==> src/rtl/mod_result_bcd_if.sv <==
// Handshake bundle for the remainder-to-BCD stage: operand input and BCD result output.
// The master side is the producer/consumer environment; the slave side is the converter.
interface mod_result_bcd_if #(
  parameter int WIDTH  = 16,
  parameter int DIGITS = 5
);
  logic                  in_valid;
  logic                  in_ready;
  logic [WIDTH-1:0]      in_data;
  logic                  out_valid;
  logic                  out_ready;
  logic [4*DIGITS-1:0]   out_bcd;
  logic [2:0]            out_ndigits;

  modport master (
    output in_valid, in_data, out_ready,
    input  in_ready, out_valid, out_bcd, out_ndigits
  );

  modport slave (
    input  in_valid, in_data, out_ready,
    output in_ready, out_valid, out_bcd, out_ndigits
  );
endinterface

==> src/rtl/mod_result_bcd.sv <==
// Iterative double-dabble converter: unsigned remainder word to packed BCD, one bit per clock,
// with a held result and significant-digit count for the 7-segment display path.
module mod_result_bcd #(
  parameter int WIDTH  = 16,
  parameter int DIGITS = 5
) (
  input  logic              clk,
  input  logic              rst,
  mod_result_bcd_if.slave   bus
);
  localparam int CW = $clog2(WIDTH + 1);
  localparam int BW = 4 * DIGITS;

  typedef enum logic [1:0] {IDLE, SHIFT, DONE} state_t;

  state_t          state_q, state_d;
  logic [WIDTH-1:0] bin_q, bin_d;
  logic [BW-1:0]   bcd_q, bcd_d;
  logic [CW-1:0]   cnt_q, cnt_d;
  logic [BW-1:0]   out_bcd_q, out_bcd_d;
  logic [2:0]      nd_q, nd_d;
  logic            out_valid_q, out_valid_d;

  logic [BW-1:0]       bcd_adj;
  logic [BW+WIDTH-1:0] shift_w;
  logic [BW-1:0]       shift_bcd;
  logic [WIDTH-1:0]    shift_bin;
  logic [2:0]          nd_calc;

  // Add-3 correction keeps every digit at or below 9 once the shift is applied.
  generate
    for (genvar gi = 0; gi < DIGITS; gi++) begin : g_adj
      assign bcd_adj[4*gi +: 4] = (bcd_q[4*gi +: 4] >= 4'd5) ? bcd_q[4*gi +: 4] + 4'd3
                                                              : bcd_q[4*gi +: 4];
    end
  endgenerate

  assign shift_w   = {bcd_adj, bin_q} << 1;
  assign shift_bcd = shift_w[BW+WIDTH-1 : WIDTH];
  assign shift_bin = shift_w[WIDTH-1:0];

  always_comb begin
    nd_calc = 3'd1;
    for (int i = 0; i < DIGITS; i++) begin
      if (shift_bcd[4*i +: 4] != 4'd0) nd_calc = 3'(i + 1);
    end
  end

  always_comb begin
    state_d     = state_q;
    bin_d       = bin_q;
    bcd_d       = bcd_q;
    cnt_d       = cnt_q;
    out_bcd_d   = out_bcd_q;
    nd_d        = nd_q;
    out_valid_d = out_valid_q;
    case (state_q)
      IDLE: begin
        if (bus.in_valid) begin
          bin_d   = bus.in_data;
          bcd_d   = '0;
          cnt_d   = CW'(WIDTH);
          state_d = SHIFT;
        end
      end
      SHIFT: begin
        bcd_d = shift_bcd;
        bin_d = shift_bin;
        cnt_d = cnt_q - 1'b1;
        // Last iteration: publish the freshly shifted value directly.
        if (cnt_q == CW'(1)) begin
          out_bcd_d   = shift_bcd;
          nd_d        = nd_calc;
          out_valid_d = 1'b1;
          state_d     = DONE;
        end
      end
      DONE: begin
        if (bus.out_ready) begin
          out_valid_d = 1'b0;
          state_d     = IDLE;
        end
      end
      default: state_d = IDLE;
    endcase
  end

  always_ff @(posedge clk) begin
    if (rst) begin
      state_q     <= IDLE;
      bin_q       <= '0;
      bcd_q       <= '0;
      cnt_q       <= '0;
      out_bcd_q   <= '0;
      nd_q        <= 3'd1;
      out_valid_q <= 1'b0;
    end else begin
      state_q     <= state_d;
      bin_q       <= bin_d;
      bcd_q       <= bcd_d;
      cnt_q       <= cnt_d;
      out_bcd_q   <= out_bcd_d;
      nd_q        <= nd_d;
      out_valid_q <= out_valid_d;
    end
  end

  assign bus.in_ready    = (state_q == IDLE);
  assign bus.out_valid   = out_valid_q;
  assign bus.out_bcd     = out_bcd_q;
  assign bus.out_ndigits = nd_q;
endmodule
==> src/flat_wrapper.sv <==
// flat-port wrapper written by rule: the top's interface ports become plain ports
module mod_result_bcd_flat 
#(
  parameter int WIDTH  = 16,
  parameter int DIGITS = 5
)
  (clk, rst, bus_in_valid, bus_in_data, bus_out_ready, bus_in_ready, bus_out_valid, bus_out_bcd, bus_out_ndigits);
  mod_result_bcd_if #(.WIDTH(WIDTH), .DIGITS(DIGITS)) bus_i ();
  input  logic clk;
  input  logic rst;
  input wire logic [$bits(bus_i.in_valid)-1:0] bus_in_valid;
  input wire logic [$bits(bus_i.in_data)-1:0] bus_in_data;
  input wire logic [$bits(bus_i.out_ready)-1:0] bus_out_ready;
  output wire logic [$bits(bus_i.in_ready)-1:0] bus_in_ready;
  output wire logic [$bits(bus_i.out_valid)-1:0] bus_out_valid;
  output wire logic [$bits(bus_i.out_bcd)-1:0] bus_out_bcd;
  output wire logic [$bits(bus_i.out_ndigits)-1:0] bus_out_ndigits;
  assign bus_i.in_valid = bus_in_valid;
  assign bus_i.in_data = bus_in_data;
  assign bus_i.out_ready = bus_out_ready;
  assign bus_in_ready = bus_i.in_ready;
  assign bus_out_valid = bus_i.out_valid;
  assign bus_out_bcd = bus_i.out_bcd;
  assign bus_out_ndigits = bus_i.out_ndigits;
  mod_result_bcd #(.WIDTH(WIDTH), .DIGITS(DIGITS)) u_core (.clk(clk), .rst(rst), .bus(bus_i));
endmodule
==> config.mk <==
export PLATFORM = sky130hd
export DESIGN_NAME = mod_result_bcd_flat
export DESIGN_NICKNAME = d
export VERILOG_FILES = /design/src/rtl/mod_result_bcd_if.sv /design/src/rtl/mod_result_bcd.sv /design/src/flat_wrapper.sv
export SDC_FILE = /design/constraint.sdc
export NUM_CORES = 1
export LEC_CHECK = 0
export ABC_AREA = 0
export ABC_CLOCK_PERIOD_IN_PS = 2360
export CORE_MARGIN = 2
export CORE_UTILIZATION = 45
export CTS_CLUSTER_DIAMETER = 60
export DETAILED_ROUTE_END_ITERATION = 8
export GPL_ROUTABILITY_DRIVEN = 0
export GPL_TIMING_DRIVEN = 0
export PLACE_DENSITY = 0.68
export SYNTH_ARGS = -nofsm -noshare
export SYNTH_HDL_FRONTEND = slang
export SYNTH_SLANG_ARGS = --single-unit
==> constraint.sdc <==
create_clock -name clk -period 2.36 [get_ports clk]
set_clock_uncertainty 0.15 [all_clocks]
set_input_delay 0.472 -clock clk [delete_from_list [all_inputs] [get_ports clk]]
set_output_delay 0.472 -clock clk [all_outputs]
set_load 0.05 [all_outputs]
## Word level (Yosys, flattened, before mapping)

Cells that the tools add are included.

| operators by class | value |
|---|---|
| $add $sub $neg | 6 |
| magnitude comparators | 5 |
| equality and inequality tests | 6 |
| multiplexer cells | 22 |
| reductions and logical operators | 11 |

Operators with widths:

| kind | count |
|---|---|
| case mux 20 bit (2 select lines) | 1 |
| case mux 16 bit (2 select lines) | 1 |
| >= comparator 4 x 3 -> 1 bit, second input constant | 5 |
| 2-to-1 mux 20 bit | 1 |
| adder 4 x 2 -> 4 bit, second input constant | 4 |
| 2-to-1 mux 16 bit | 1 |
| 2-to-1 mux 4 bit | 4 |
| nonzero test 4 bit | 4 |
| 2-to-1 mux 3 bit | 4 |
| case mux 5 bit (2 select lines) | 1 |
| 2-to-1 mux 2 bit | 4 |
| case mux 2 bit (3 select lines) | 1 |
| AND reduction 3 bit | 2 |
| equality test 5 x 1 -> 1 bit, second input constant | 1 |
| 2-to-1 mux 5 bit | 1 |
| subtractor 5 x 1 -> 5 bit, second input constant | 1 |
| != test 2 bit, second input constant | 2 |
| AND reduction 2 bit | 2 |
| nonzero test 2 bit | 2 |
| adder 3 x 2 -> 3 bit, second input constant | 1 |
| equality test 2 x 1 -> 1 bit, second input constant | 1 |
| equality test 2 bit, second input constant | 1 |
| zero test 2 bit | 1 |
| 2-to-1 mux 1 bit | 2 |
| other kinds (2) | 2 |

| word-level totals | value |
|---|---|
| bits in registers | 67 |
| bits of input ports | 20 |
| output and inout port bits | 25 |
| logic and storage cells | 57 |

## Longest topological paths before layout

Gate-level depths: netlist (run 1).

| logic depth | value |
|---|---|
| word-level depth | 7 |
| gate-level depth with buffers | 8 |
| mapped depth without buffers | 8 |

## Least setup slack after synthesis (run 1)

No wires, ideal clock.

| timing | value |
|---|---|
| kind | register -> output |
| start | reg u_core.state_q[1] |
| end | out bus_in_ready |
| arrival | 1.353 ns |
| data required time | 1.738 ns |
| path slack | 0.385 ns |
| stages on the path, launching flop included | 4 |
| buffers on the path | 2 |
| cells stage by stage | dfxtp_1 -> clkbuf_1 -> clkbuf_1 -> nor2_1 |

| between the ends | value |
|---|---|
| word-level cells in the longest chain between the ends | 1 |

Ends and longest elaborated chain:

| what | RTL line | text |
|---|---|---|
| from (decl) | mod_result_bcd.sv:16 | `state_t state_q, state_d;` |
| from (signal assigned) | mod_result_bcd.sv:98 | `state_q <= state_d;` |
| zero test 2 bit | mod_result_bcd.sv:108 | `assign bus.in_ready = (state_q == IDLE);` |
| to (decl) | flat_wrapper.sv:14 | `output wire logic [$bits(bus_i.in_ready)-1:0] bus_in_ready;` |

No other way between the ends.

## Worst setup path after layout (run 1)

| timing | value |
|---|---|
| start | reg u_core.state_q[0] |
| end | reg u_core.bcd_q[10] |

| between the ends | value |
|---|---|
| word-level cells in the longest chain between the ends | 3 |
| elaborated cells between the ends (all ways) | 6 |
| those cells by class | 2 x eq/ne; 1 x mux; 3 x reduce/logical |

Ends and longest elaborated chain:

| what | RTL line | text |
|---|---|---|
| equality test 2 x 1 -> 1 bit or zero test 2 bit (tied branches) | mod_result_bcd.sv:57 | `case (state_q)` |
| nonzero test 2 bit (no source line) or != test 2 bit (tied branches) | -- |  |
| AND reduction 2 bit (no source line) | -- |  |
| to (signal assigned) | mod_result_bcd.sv:92 | `bcd_q <= '0;` |
| to (signal assigned) | mod_result_bcd.sv:100 | `bcd_q <= bcd_d;` |
| to (decl) | mod_result_bcd.sv:18 | `logic [BW-1:0] bcd_q, bcd_d;` |

Several ways; a longest one is shown, not always the timed one.
A chain may end at the register's enable or synchronous reset.

==> metrics.yaml, run 1 <==
final_antenna_net_count: 0
crit_type: "reg2reg"
antenna_found_initial: 0
cts_buffer_depth: 2
fp.dieH_um: 90.1
cts_tree: "yes"
worstPathCellList: "buf_2, o21bai_1, clkbuf_1, a22oi_1, nor2_1"
vdd_drop_max_mv: 0.377
clkLatencyLatePin_ns: 0.35
grt_max_degree: 19
synth.cell_area_um2: 3330
grt_pass1_wl_mm: 15.0
p_per_area_nw_per_um2: 663
root_buffer: "clkbuf_8"
groute.usage.overall: 0.231
hold_viol: 0
fp.dieArea_um2: 8110
worstReg2RegStart: "u_core.state_q[0]$_SDFFE_PP0P_"
cts_sinks: 67
drt-pass1-iter-count: 4
rows: 31
critPathLaunchType: "flop"
place_hpwl_mm: 6.18
pre_cts_slack_ns: -0.238
final_common_cell: "nor2_1"
path_delay_family: "compound AO/OA/AOI/OAI gates"
min_from: "u_core.bus.out_ndigits[1]$_SDFFE_PP0P_"
antenna_cells: 0
postSynthCellCount: 424
crit_fanout: 18
drive_above_1_share: 0.0710
drt_iter0_drc: 182
vias: 3103
grt_pass1_vias: 3038
ys_warn_count: 0
layout_common_cells: "78 x nor2_1, 67 x dfxtp_1, 61 x a21oi_1, 41 x clkdlybuf4s50_1, 32 x nand2_1"
cts.clk_slew.worst_paths_ns: 0.07
crit_slowest_cell: "o21bai_1"
cts_made_buffers: 9
crit_path_end_kind: "flop"
rsz0062_at_grt: "true"
yosysUniqueCellTypes: 34
required_ns: 2.49
avgSynthCellArea_um2: 7.86
ys_seq_area_frac: 0.403
synth_edf_count: 0
fmax_mhz: 444
cts_setup_buffers: 0
worstMarginPinSlew_ns: 0.746
ys_seq_elements: 67
drv_cap: 0
instances_no_fill: 578
slew_viol_final: 0
finalSetupViolations: 0
fin_crit_ns: 2.25
hold_path_class: "reg2reg"
setup_slack_ns: 0.105
routed_wl_mm: 8.98
status: "complete, no violations"
fin_crit_sh: 0.955
grt_remaining_overflow: 0
worstPathArrival_ns: 2.39
syn_nets: 456
htree_levels: 3
crit_buf_inv: 2
fp.dieW_um: 90.1
synthFlopType: "dfxtp_1"
wl_per_cell_um: 15.5
max_slew_margin: 0.502
startpoint: "u_core.state_q[0]$_SDFFE_PP0P_"
post_drt_via_cell_ratio: 5.37
io_pins: 45
syn_to_final_growth_pct: 23.1
core_um2: 7210
holdBufCountCts: 0
dp.cells: 565
remaining_drc_errors: 0
fin_nets: 506
io_buffers: 42
initial_utilization: 0.462
p_leak_uw: 0.00153
async_flop_share: 0
critPathMaxStageDelay_ns: 0.64
p_total_uw: 2720
[kinds of logic (layout without fill, tap and decap cells)]
kind of cell | count (synthesis) | after routing | synth area share
xor+xnor | 5 | 5 | 0.0131
fa+ha+maj | 12 | 12 | 0.0451
flops | 67 | 67 | 0.403
buf+inv | 49 | 104 | 0.0563
simple gates | 164 | 164 | 0.232
mux | 7 | 7 | 0.0210
compound gates | 120 | 120 | 0.229
[what timing repair did]
action | in CTS | in global routing
gates resized for setup | 5 | 0
endpoints found under the setup margin | 1 | 18
cloned | 0 | 0
[through the flow]
| stage | cell area (µm²) | TNS (ns) | util | hold slack, ns |
|---|---|---|---|---|
| finish | 4100 | 0 | 0.569 | 0.304 |
| global route | 4100 | -0.422 | 0.569 | 0.331 |
| CTS | 4110 | 0 | 0.570 | 0.310 |
| detailed placement | 3880 | -0.238 | 0.537 | 0.299 |
| global placement | 3880 | -0.237 | 0.537 | 0.293 |
| floorplan | 3330 | 0 | - | 0.294 |
[layout make-up]
cell class / instances / area (µm²)
Fill cell: 701 / 3110
Multi-Input combinational cell: 308 / 1800
Sequential cell: 67 / 1340
Timing Repair Buffer: 42 / 422
Clock buffer: 11 / 151
Tap cell: 99 / 124
Buffer: 24 / 95.1
Clock inverter: 5 / 83.8
Inverter: 22 / 82.6
[worst register-to-register path: stages (launching register included)]
cell,delay (ns)
dfxtp_1,0.30
buf_2,0.21
o21bai_1,0.64
clkbuf_1,0.58
a22oi_1,0.20
nor2_1,0.11
[power breakdown]
part	internal [µW]	switching (µW)	total [µW]	leakage, µW
sequential	1180	35.2	1220	0.000546
combinational	139	234	373	0.000875
clock	656	476	1130	0.000112
[Yosys cell counts, drive strengths merged, types with 9 or more instances]
library cell,n,area [µm²]
nor2b,10,62.6
nor3,9,45.0
a22oi,13,97.6
nor3b,9,67.6
clkbuf,24,90.1
nand2,33,131
inv,22,82.6
o21ai,14,70.1
a21oi,61,305
nor2,79,313
dfxtp,67,1340
ha,12,150
nand2b,10,62.6
a211oi,11,95.1
[state kept, by name, summed over array words and instances, names as in the netlist]
name	count
u_core.bcd_q	20
u_core.bus.out_valid	1
u_core.state_q	2
u_core.bin_q	16
u_core.cnt_q	5
u_core.bus.out_bcd	20
u_core.bus.out_ndigits	3
[routing by layer]
layer  up-vias  routed length, µm  GRT usage
li1       1563                  -          -
met4         0                174      0.101
met5         -                  0          0
met1      1449               4200      0.294
met2        77               4180      0.381
met3        14                430     0.0436
[final timing paths]
kind,endpoint,slack [ns],depth (start not counted)
worst max-delay path,u_core.bcd_q[10]$_SDFFE_PP0P_,0.11,5
worst min-delay path,u_core.bus.out_ndigits[1]$_SDFFE_PP0P_,0.30,2
worst max register to register,u_core.bcd_q[10]$_SDFFE_PP0P_,0.11,5
worst min register to register,u_core.bus.out_ndigits[1]$_SDFFE_PP0P_,0.30,2
Note: power is estimated with default switching activity, not from simulation.
==> run 2, diff against run 1 <==
--- a/config.mk
+++ b/config.mk
@@ -13,6 +13,7 @@
 export DETAILED_ROUTE_END_ITERATION = 8
 export GPL_ROUTABILITY_DRIVEN = 0
 export GPL_TIMING_DRIVEN = 0
+export HOLD_SLACK_MARGIN = 0.12
 export PLACE_DENSITY = 0.68
 export SYNTH_ARGS = -nofsm -noshare
 export SYNTH_HDL_FRONTEND = slang
==> results of run 2 <==
No change in the layout: final DEF, timing and power equal those of run 1.
